<file path="config.mk">
export PLATFORM = sky130hd
export DESIGN_NAME = ltpi_dc_arbiter_flat
export DESIGN_NICKNAME = d
export VERILOG_FILES = /design/src/rtl/ltpi_dc_pkg.sv /design/src/rtl/ltpi_dc_arbiter_if.sv /design/src/rtl/ltpi_rr_arbiter.sv /design/src/rtl/ltpi_dc_arbiter.sv /design/src/flat_wrapper.sv
export SDC_FILE = /design/constraint.sdc
export NUM_CORES = 1
export LEC_CHECK = 0
export CORE_AREA = 2 2 163 165
export DETAILED_ROUTE_END_ITERATION = 8
export DIE_AREA = 0 0 165 167
export PLACE_DENSITY = 0.68
export SYNTH_ARGS = -nofsm -noshare
export SYNTH_HDL_FRONTEND = slang
export SYNTH_HIERARCHICAL = 1
export SYNTH_SLANG_ARGS = --single-unit
</file>
<file path="constraint.sdc">
create_clock -name i_clk -period 5.4 [get_ports i_clk]
set_input_delay 1.35 -clock i_clk [delete_from_list [all_inputs] [get_ports i_clk]]
set_output_delay 1.35 -clock i_clk [all_outputs]
set_load 0.1 [all_outputs]
</file>
<file path="src/rtl/ltpi_dc_pkg.sv">
// Shared types and constants for the LTPI data-channel arbiter.
// Covers the sequencer states, response status codes and parameter defaults.
package ltpi_dc_pkg;

    typedef enum logic [1:0] {
        S_IDLE     = 2'd0,
        S_ISSUE    = 2'd1,
        S_WAIT_RSP = 2'd2,
        S_RESP     = 2'd3
    } dc_arb_state_t;

    localparam logic [1:0] ST_OK         = 2'b00;
    localparam logic [1:0] ST_REMOTE_ERR = 2'b01;
    localparam logic [1:0] ST_TIMEOUT    = 2'b10;
    localparam logic [1:0] ST_LINK_DOWN  = 2'b11;

    localparam int DC_NUM_REQ     = 4;
    localparam int DC_DATA_W      = 32;
    localparam int DC_TAG_W       = 4;
    localparam int DC_TIMEOUT_CYC = 1024;

endpackage

</file>
<file path="src/rtl/ltpi_dc_arbiter_if.sv">
// Requester-side and frame TX/RX-side buses of the data-channel arbiter.
// The master modport is the arbiter's view; slave is the surrounding logic.
interface ltpi_dc_arbiter_if #(
    parameter int NUM_REQ = 4,
    parameter int DATA_W  = 32,
    parameter int TAG_W   = 4
);
    logic [NUM_REQ-1:0]        req_valid;
    logic [NUM_REQ-1:0]        req_ready;
    logic [NUM_REQ-1:0]        req_write;
    logic [NUM_REQ*DATA_W-1:0] req_addr;
    logic [NUM_REQ*DATA_W-1:0] req_wdata;
    logic [NUM_REQ-1:0]        rsp_valid;
    logic [1:0]                rsp_status;
    logic [DATA_W-1:0]         rsp_rdata;

    logic                      dc_req_valid;
    logic                      dc_req_ready;
    logic                      dc_req_write;
    logic [DATA_W-1:0]         dc_req_addr;
    logic [DATA_W-1:0]         dc_req_wdata;
    logic [TAG_W-1:0]          dc_req_tag;
    logic                      dc_rsp_valid;
    logic [TAG_W-1:0]          dc_rsp_tag;
    logic                      dc_rsp_err;
    logic [DATA_W-1:0]         dc_rsp_rdata;
    logic                      tag_mismatch;

    modport master (
        input  req_valid, req_write, req_addr, req_wdata,
        input  dc_req_ready, dc_rsp_valid, dc_rsp_tag, dc_rsp_err, dc_rsp_rdata,
        output req_ready, rsp_valid, rsp_status, rsp_rdata,
        output dc_req_valid, dc_req_write, dc_req_addr, dc_req_wdata, dc_req_tag,
        output tag_mismatch
    );

    modport slave (
        output req_valid, req_write, req_addr, req_wdata,
        output dc_req_ready, dc_rsp_valid, dc_rsp_tag, dc_rsp_err, dc_rsp_rdata,
        input  req_ready, rsp_valid, rsp_status, rsp_rdata,
        input  dc_req_valid, dc_req_write, dc_req_addr, dc_req_wdata, dc_req_tag,
        input  tag_mismatch
    );
endinterface

</file>
<file path="src/rtl/ltpi_rr_arbiter.sv">
// Combinational round-robin picker: first set request at or after i_ptr,
// searching upward with wrap.
module ltpi_rr_arbiter #(
    parameter int NUM_REQ = 4,
    parameter int PTR_W   = $clog2(NUM_REQ)
) (
    input  logic [NUM_REQ-1:0] i_req,
    input  logic [PTR_W-1:0]   i_ptr,
    output logic [PTR_W-1:0]   o_grant,
    output logic               o_any
);
    logic [PTR_W:0]     w_sum [NUM_REQ];
    logic [PTR_W-1:0]   w_idx [NUM_REQ];
    logic [NUM_REQ-1:0] w_hit;

    // Slot gi holds the requester index gi positions after the pointer.
    generate
        for (genvar gi = 0; gi < NUM_REQ; gi++) begin : g_rot
            assign w_sum[gi] = {1'b0, i_ptr} + (PTR_W+1)'(gi);
            assign w_idx[gi] = (w_sum[gi] >= (PTR_W+1)'(NUM_REQ))
                             ? PTR_W'(w_sum[gi] - (PTR_W+1)'(NUM_REQ))
                             : w_sum[gi][PTR_W-1:0];
            assign w_hit[gi] = i_req[w_idx[gi]];
        end
    endgenerate

    always_comb begin
        o_grant = i_ptr;
        for (int i = NUM_REQ - 1; i >= 0; i--) begin
            if (w_hit[i]) o_grant = w_idx[i];
        end
    end

    assign o_any = |i_req;

endmodule

</file>
<file path="src/rtl/ltpi_dc_arbiter.sv">
// LTPI target data-channel arbiter: shares one tagged request/response path
// among NUM_REQ requesters, one transaction outstanding, with timeout and link-loss abort.
module ltpi_dc_arbiter
    import ltpi_dc_pkg::*;
#(
    parameter int NUM_REQ     = DC_NUM_REQ,
    parameter int DATA_W      = DC_DATA_W,
    parameter int TAG_W       = DC_TAG_W,
    parameter int TIMEOUT_CYC = DC_TIMEOUT_CYC
) (
    input  logic              i_clk,
    input  logic              i_rst_n,
    input  logic              i_aligned,
    ltpi_dc_arbiter_if.master bus
);
    localparam int PTR_W = $clog2(NUM_REQ);
    localparam int CNT_W = $clog2(TIMEOUT_CYC);

    dc_arb_state_t      r_state, w_state_next;
    logic [PTR_W-1:0]   r_rr_ptr, r_owner, w_grant;
    logic [CNT_W-1:0]   r_cnt, w_cnt_next;
    logic [TAG_W-1:0]   r_tag;
    logic               r_write;
    logic [DATA_W-1:0]  r_addr, r_wdata;
    logic               w_any, w_grant_fire, w_tag_eq, w_mismatch;
    logic [1:0]         w_status;
    logic [DATA_W-1:0]  w_rdata;
    logic [NUM_REQ-1:0] w_grant_oh, w_owner_oh;
    logic [DATA_W-1:0]  w_req_addr  [NUM_REQ];
    logic [DATA_W-1:0]  w_req_wdata [NUM_REQ];

    logic [NUM_REQ-1:0] r_req_ready, r_rsp_valid;
    logic [1:0]         r_rsp_status;
    logic [DATA_W-1:0]  r_rsp_rdata;
    logic               r_dc_req_valid, r_tag_mismatch;

    generate
        for (genvar gi = 0; gi < NUM_REQ; gi++) begin : g_unpack
            assign w_req_addr[gi]  = bus.req_addr[gi*DATA_W +: DATA_W];
            assign w_req_wdata[gi] = bus.req_wdata[gi*DATA_W +: DATA_W];
        end
    endgenerate

    ltpi_rr_arbiter #(
        .NUM_REQ (NUM_REQ),
        .PTR_W   (PTR_W)
    ) u_rr (
        .i_req   (bus.req_valid),
        .i_ptr   (r_rr_ptr),
        .o_grant (w_grant),
        .o_any   (w_any)
    );

    assign w_tag_eq   = (bus.dc_rsp_tag == r_tag);
    assign w_grant_oh = NUM_REQ'(1) << w_grant;
    assign w_owner_oh = NUM_REQ'(1) << r_owner;
    // Any response not matching the outstanding tag while waiting is dropped.
    assign w_mismatch = bus.dc_rsp_valid && !((r_state == S_WAIT_RSP) && w_tag_eq);

    always_comb begin
        w_state_next = r_state;
        w_cnt_next   = r_cnt;
        w_grant_fire = 1'b0;
        w_status     = ST_OK;
        w_rdata      = '0;
        unique case (r_state)
            S_IDLE: begin
                if (i_aligned && w_any) begin
                    w_grant_fire = 1'b1;
                    w_state_next = S_ISSUE;
                end
            end
            S_ISSUE: begin
                if (!i_aligned) begin
                    w_state_next = S_RESP;
                    w_status     = ST_LINK_DOWN;
                end else if (bus.dc_req_ready) begin
                    w_state_next = S_WAIT_RSP;
                    w_cnt_next   = '0;
                end
            end
            S_WAIT_RSP: begin
                // Priority: link loss, then a matching response, then timeout.
                if (!i_aligned) begin
                    w_state_next = S_RESP;
                    w_status     = ST_LINK_DOWN;
                end else if (bus.dc_rsp_valid && w_tag_eq) begin
                    w_state_next = S_RESP;
                    w_status     = bus.dc_rsp_err ? ST_REMOTE_ERR : ST_OK;
                    w_rdata      = bus.dc_rsp_err ? '0 : bus.dc_rsp_rdata;
                end else if (r_cnt == CNT_W'(TIMEOUT_CYC - 1)) begin
                    w_state_next = S_RESP;
                    w_status     = ST_TIMEOUT;
                end else begin
                    w_cnt_next   = r_cnt + CNT_W'(1);
                end
            end
            S_RESP: begin
                w_state_next = S_IDLE;
            end
            default: w_state_next = S_IDLE;
        endcase
    end

    always_ff @(posedge i_clk or negedge i_rst_n) begin
        if (!i_rst_n) begin
            r_state        <= S_IDLE;
            r_rr_ptr       <= '0;
            r_owner        <= '0;
            r_cnt          <= '0;
            r_tag          <= '0;
            r_write        <= 1'b0;
            r_addr         <= '0;
            r_wdata        <= '0;
            r_req_ready    <= '0;
            r_rsp_valid    <= '0;
            r_rsp_status   <= '0;
            r_rsp_rdata    <= '0;
            r_dc_req_valid <= 1'b0;
            r_tag_mismatch <= 1'b0;
        end else begin
            r_state        <= w_state_next;
            r_cnt          <= w_cnt_next;
            r_req_ready    <= w_grant_fire ? w_grant_oh : '0;
            r_dc_req_valid <= (w_state_next == S_ISSUE);
            r_rsp_valid    <= (w_state_next == S_RESP) ? w_owner_oh : '0;
            r_rsp_status   <= (w_state_next == S_RESP) ? w_status : '0;
            r_rsp_rdata    <= (w_state_next == S_RESP) ? w_rdata : '0;
            r_tag_mismatch <= w_mismatch;
            if (w_grant_fire) begin
                r_owner  <= w_grant;
                r_write  <= bus.req_write[w_grant];
                r_addr   <= w_req_addr[w_grant];
                r_wdata  <= w_req_wdata[w_grant];
                r_rr_ptr <= (w_grant == PTR_W'(NUM_REQ - 1)) ? '0 : w_grant + PTR_W'(1);
            end
            if (r_state == S_RESP) r_tag <= r_tag + TAG_W'(1);
        end
    end

    assign bus.req_ready    = r_req_ready;
    assign bus.rsp_valid    = r_rsp_valid;
    assign bus.rsp_status   = r_rsp_status;
    assign bus.rsp_rdata    = r_rsp_rdata;
    assign bus.dc_req_valid = r_dc_req_valid;
    assign bus.dc_req_write = r_write;
    assign bus.dc_req_addr  = r_addr;
    assign bus.dc_req_wdata = r_wdata;
    assign bus.dc_req_tag   = r_tag;
    assign bus.tag_mismatch = r_tag_mismatch;

endmodule
</file>
<file path="src/flat_wrapper.sv">
// flat-port wrapper written by rule: the top's interface ports become plain ports
module ltpi_dc_arbiter_flat import ltpi_dc_pkg::*;
#(
    parameter int NUM_REQ     = DC_NUM_REQ,
    parameter int DATA_W      = DC_DATA_W,
    parameter int TAG_W       = DC_TAG_W,
    parameter int TIMEOUT_CYC = DC_TIMEOUT_CYC
)
  (i_clk, i_rst_n, i_aligned, bus_req_valid, bus_req_write, bus_req_addr, bus_req_wdata, bus_dc_req_ready, bus_dc_rsp_valid, bus_dc_rsp_tag, bus_dc_rsp_err, bus_dc_rsp_rdata, bus_req_ready, bus_rsp_valid, bus_rsp_status, bus_rsp_rdata, bus_dc_req_valid, bus_dc_req_write, bus_dc_req_addr, bus_dc_req_wdata, bus_dc_req_tag, bus_tag_mismatch);
  ltpi_dc_arbiter_if #(.NUM_REQ(NUM_REQ), .DATA_W(DATA_W), .TAG_W(TAG_W)) bus_i ();
  input  logic i_clk;
  input  logic i_rst_n;
  input  logic i_aligned;
  input wire logic [$bits(bus_i.req_valid)-1:0] bus_req_valid;
  input wire logic [$bits(bus_i.req_write)-1:0] bus_req_write;
  input wire logic [$bits(bus_i.req_addr)-1:0] bus_req_addr;
  input wire logic [$bits(bus_i.req_wdata)-1:0] bus_req_wdata;
  input wire logic [$bits(bus_i.dc_req_ready)-1:0] bus_dc_req_ready;
  input wire logic [$bits(bus_i.dc_rsp_valid)-1:0] bus_dc_rsp_valid;
  input wire logic [$bits(bus_i.dc_rsp_tag)-1:0] bus_dc_rsp_tag;
  input wire logic [$bits(bus_i.dc_rsp_err)-1:0] bus_dc_rsp_err;
  input wire logic [$bits(bus_i.dc_rsp_rdata)-1:0] bus_dc_rsp_rdata;
  output wire logic [$bits(bus_i.req_ready)-1:0] bus_req_ready;
  output wire logic [$bits(bus_i.rsp_valid)-1:0] bus_rsp_valid;
  output wire logic [$bits(bus_i.rsp_status)-1:0] bus_rsp_status;
  output wire logic [$bits(bus_i.rsp_rdata)-1:0] bus_rsp_rdata;
  output wire logic [$bits(bus_i.dc_req_valid)-1:0] bus_dc_req_valid;
  output wire logic [$bits(bus_i.dc_req_write)-1:0] bus_dc_req_write;
  output wire logic [$bits(bus_i.dc_req_addr)-1:0] bus_dc_req_addr;
  output wire logic [$bits(bus_i.dc_req_wdata)-1:0] bus_dc_req_wdata;
  output wire logic [$bits(bus_i.dc_req_tag)-1:0] bus_dc_req_tag;
  output wire logic [$bits(bus_i.tag_mismatch)-1:0] bus_tag_mismatch;
  assign bus_i.req_valid = bus_req_valid;
  assign bus_i.req_write = bus_req_write;
  assign bus_i.req_addr = bus_req_addr;
  assign bus_i.req_wdata = bus_req_wdata;
  assign bus_i.dc_req_ready = bus_dc_req_ready;
  assign bus_i.dc_rsp_valid = bus_dc_rsp_valid;
  assign bus_i.dc_rsp_tag = bus_dc_rsp_tag;
  assign bus_i.dc_rsp_err = bus_dc_rsp_err;
  assign bus_i.dc_rsp_rdata = bus_dc_rsp_rdata;
  assign bus_req_ready = bus_i.req_ready;
  assign bus_rsp_valid = bus_i.rsp_valid;
  assign bus_rsp_status = bus_i.rsp_status;
  assign bus_rsp_rdata = bus_i.rsp_rdata;
  assign bus_dc_req_valid = bus_i.dc_req_valid;
  assign bus_dc_req_write = bus_i.dc_req_write;
  assign bus_dc_req_addr = bus_i.dc_req_addr;
  assign bus_dc_req_wdata = bus_i.dc_req_wdata;
  assign bus_dc_req_tag = bus_i.dc_req_tag;
  assign bus_tag_mismatch = bus_i.tag_mismatch;
  ltpi_dc_arbiter #(.NUM_REQ(NUM_REQ), .DATA_W(DATA_W), .TAG_W(TAG_W), .TIMEOUT_CYC(TIMEOUT_CYC)) u_core (.i_clk(i_clk), .i_rst_n(i_rst_n), .i_aligned(i_aligned), .bus(bus_i));
endmodule
</file>
==> results.ini <==
[layout]
layout_common_cells=417 x clkdlybuf4s50_1, 129 x dfrtp_1, 68 x mux2_2
final_common_cell=clkdlybuf4s50_1
fillers=2356
drive_gt1_share_pct=21.0
final_area_um2=11900
area_delta_synth_final_pct=76.8
fin_cells=1237
layout.nets=1202

[global_routing]
grt-ovfl-total=0
grt_max_degree=98
antenna_found_initial=4
grt_pass1_wl_um=36900
grtUsageTotal_pct=18.2
grt_pass1_vias=6167

[critical_path]
crit_chain=clkdlybuf4s50_1 -> and2b_2 -> o21ai_0 -> o221a_4 -> buf_4 -> mux4_2 -> mux2_2
rr_startpoint=u_core/r_rr_ptr[0]
slowest_stage=mux4_2
path_buf_inv=2
path_delay_family=buffers and inverters
reg2reg_depth=6
cp.arrival_ns=4.07
critPathRequiredTime_ns=5.69
crit_type=input port to flop
regToRegEndpoint=u_core/bus.dc_req_wdata[6]
worstSetupEndpointType=flop
reg2reg_slack_ns=2.71
start_kind=input port
crit_fanout=18
max_stage_delay_ns=0.56

[placement]
dp.cells=1201
dp_hpwl_um=19600
dpl_cell_area_um2=11300
io_buffers=418
gp_congestion=0.870
preCtsSetupSlack_ns=1.12

[detailed_routing]
drc=0
num_vias=5730
via_per_inst=4.63
ant_nets=0
wl_per_cell_um=20.1
drt_wl_total_um=24800
drt_iter0_markers=324
drtPass1Iterations=4

[synth]
ys_warn_count=6
async_reset_ff_share_pct=100
synth.distinct_cells=50
ys_ff_latch=129
ys_seq_area_share_pct=47.9
synthFlopType=dfrtp_1
avgSynthCellArea_um2=14.3
syn_nets=788
syn_area_um2=6740
syn_inst=471
synth-edff-count=0

[clock_tree]
postCtsHoldBufs=0
post_cts_buffers=0
clock-root-buffer=clkbuf_16
clkLatencyLatePin_ns=0.41
cts_buffer_depth=2
path_clk_slew_ns=0.07
ctsResizeCount=0
cts.htree.levels=4
cts_made_buffers=17
cts_tree=done
numClockSinks=129

[sta]
worst_pin_slew_ns=1.10
rsz0062_at_grt=false
drv_slew=0
tns_ns=0
setup_slack_ns=1.61
post-route-min-period_ns=3.79
clock_skew_ns=0.0134
fmax_ghz=0.264
setup-violations-final=0
fin_crit_sh_pct=70.1
slew_headroom_pct=26.1
final-hold-violation-count=0

[pwr]
peakVddDrop_v=0.000376
power.density_nw_per_um2=601
p_leak_uw=0.00476

[floorplanning]
ios=419
coreArea_um2=25800
die-area_um2=27600
initial_core_util_pct=26.2
die_h_um=167
core.rowCount=59
die_width_um=165

[worst_hold_path]
holdPathEnd=u_core/bus.dc_req_addr[28]
min-delay-start=u_core/bus.dc_req_addr[28]
hold_class=flop to flop
holdPathStages=1

[run_status]
outcome=finished clean

[flow_run]
drv_cap=0

==> final cells by class <==
cell class | instances | area [um^2] | area share (%)
Sequential cell | 129 | 3230 | 27.1
Clock buffer | 17 | 425 | 3.57
Clock inverter | 15 | 164 | 1.38
Timing Repair Buffer | 425 | 4260 | 35.8
Multi-Input combinational cell | 295 | 3350 | 28.1
Tap cell | 335 | 419 | 3.52
Antenna cell | 4 | 10.0 | 0.0840
Inverter | 17 | 63.8 | 0.535
==> worst max path at each step <==
stage | start | end | slack [ns] | cells after the start
2_1_floorplan | bus_req_valid[0] | u_core/r_rr_ptr[1] | 1.84 | 8
3_3_place_gp | bus_req_valid[3] | u_core/bus.dc_req_wdata[7] | 1.16 | 7
3_5_place_dp | bus_req_valid[3] | u_core/bus.dc_req_wdata[6] | 1.12 | 7
4_1_cts | bus_req_valid[3] | u_core/bus.dc_req_wdata[6] | 1.57 | 7
5_1_grt | bus_req_valid[3] | u_core/bus.dc_req_wdata[6] | 1.42 | 7
6_report | bus_req_valid[3] | u_core/bus.dc_req_wdata[6] | 1.61 | 7
==> synth_stat cells (3+ instances only) <==
library cell	instances	area (um^2)
a21oi_1	5	25.0
a31oi_1	5	31.3
and2_1	32	200
buf_1	9	33.8
buf_2	11	55.1
clkbuf_1	9	33.8
dfrtp_1	129	3230
ha_1	11	138
inv_1	17	63.8
mux2_2	68	766
mux4_2	65	1460
nand2_1	16	60.1
nand2b_1	5	31.3
nand3_1	10	50.1
nand4_1	3	18.8
nor2_1	17	63.8
nor3_1	3	15.0
nor4_1	3	18.8
o21ai_0	12	60.1
or4_1	4	30.0
xor2_1	4	35.0
==> state kept, by name, indices dropped and copies added, names as in the netlist <==
signal                   cells
u_core/r_owner               2
u_core/bus.dc_req_tag        4
u_core/bus.tag_mismatch      1
u_core/bus.req_ready         4
u_core/bus.rsp_valid         4
u_core/bus.dc_req_write      1
u_core/r_cnt                10
u_core/bus.rsp_status        2
u_core/r_rr_ptr              2
u_core/bus.dc_req_valid      1
u_core/r_state               2
u_core/bus.dc_req_wdata     32
u_core/bus.rsp_rdata        32
u_core/bus.dc_req_addr      32
==> where the power goes <==
part	switching, uW	leakage [uW]	internal [uW]
Sequential	221	0.00163	1290
Combinational	3000	0.00284	1480
Clock	513	0.000281	658
Total	3740	0.00476	3430
==> per-stage QoR <==
| stage | hold WS [ns] | util [%] | total power (uW) |
|---|---|---|---|
| 2_1_floorplan | 0.467 | - | 4810 |
| 3_3_place_gp | 0.486 | 43.9 | 6010 |
| 3_5_place_dp | 0.494 | 43.9 | 6040 |
| 4_1_cts | 0.509 | 46.2 | 7250 |
| 5_1_grt | 0.524 | 46.3 | 7490 |
| 6_report | 0.503 | 46.3 | 7160 |
==> logic make-up after synthesis <==
family / synth area share (%)
muxes: 33.1
AOI/OAI and AO/OA: 3.54
buffers and inverters: 2.93
DFF: 47.9
and+or+nand+nor: 9.54
xor gates and xnor gates: 1.02
adders and majority gates: 2.04
==> metal layers <==
metal	global-route usage, %	wire length, um	vias up
met4	6.35	549	0
met1	21.3	9520	2881
met3	5.06	1460	28
met5	0	0	-
li1	-	-	2602
met2	31.6	13300	219
Note: power is estimated with default switching activity, not from simulation.
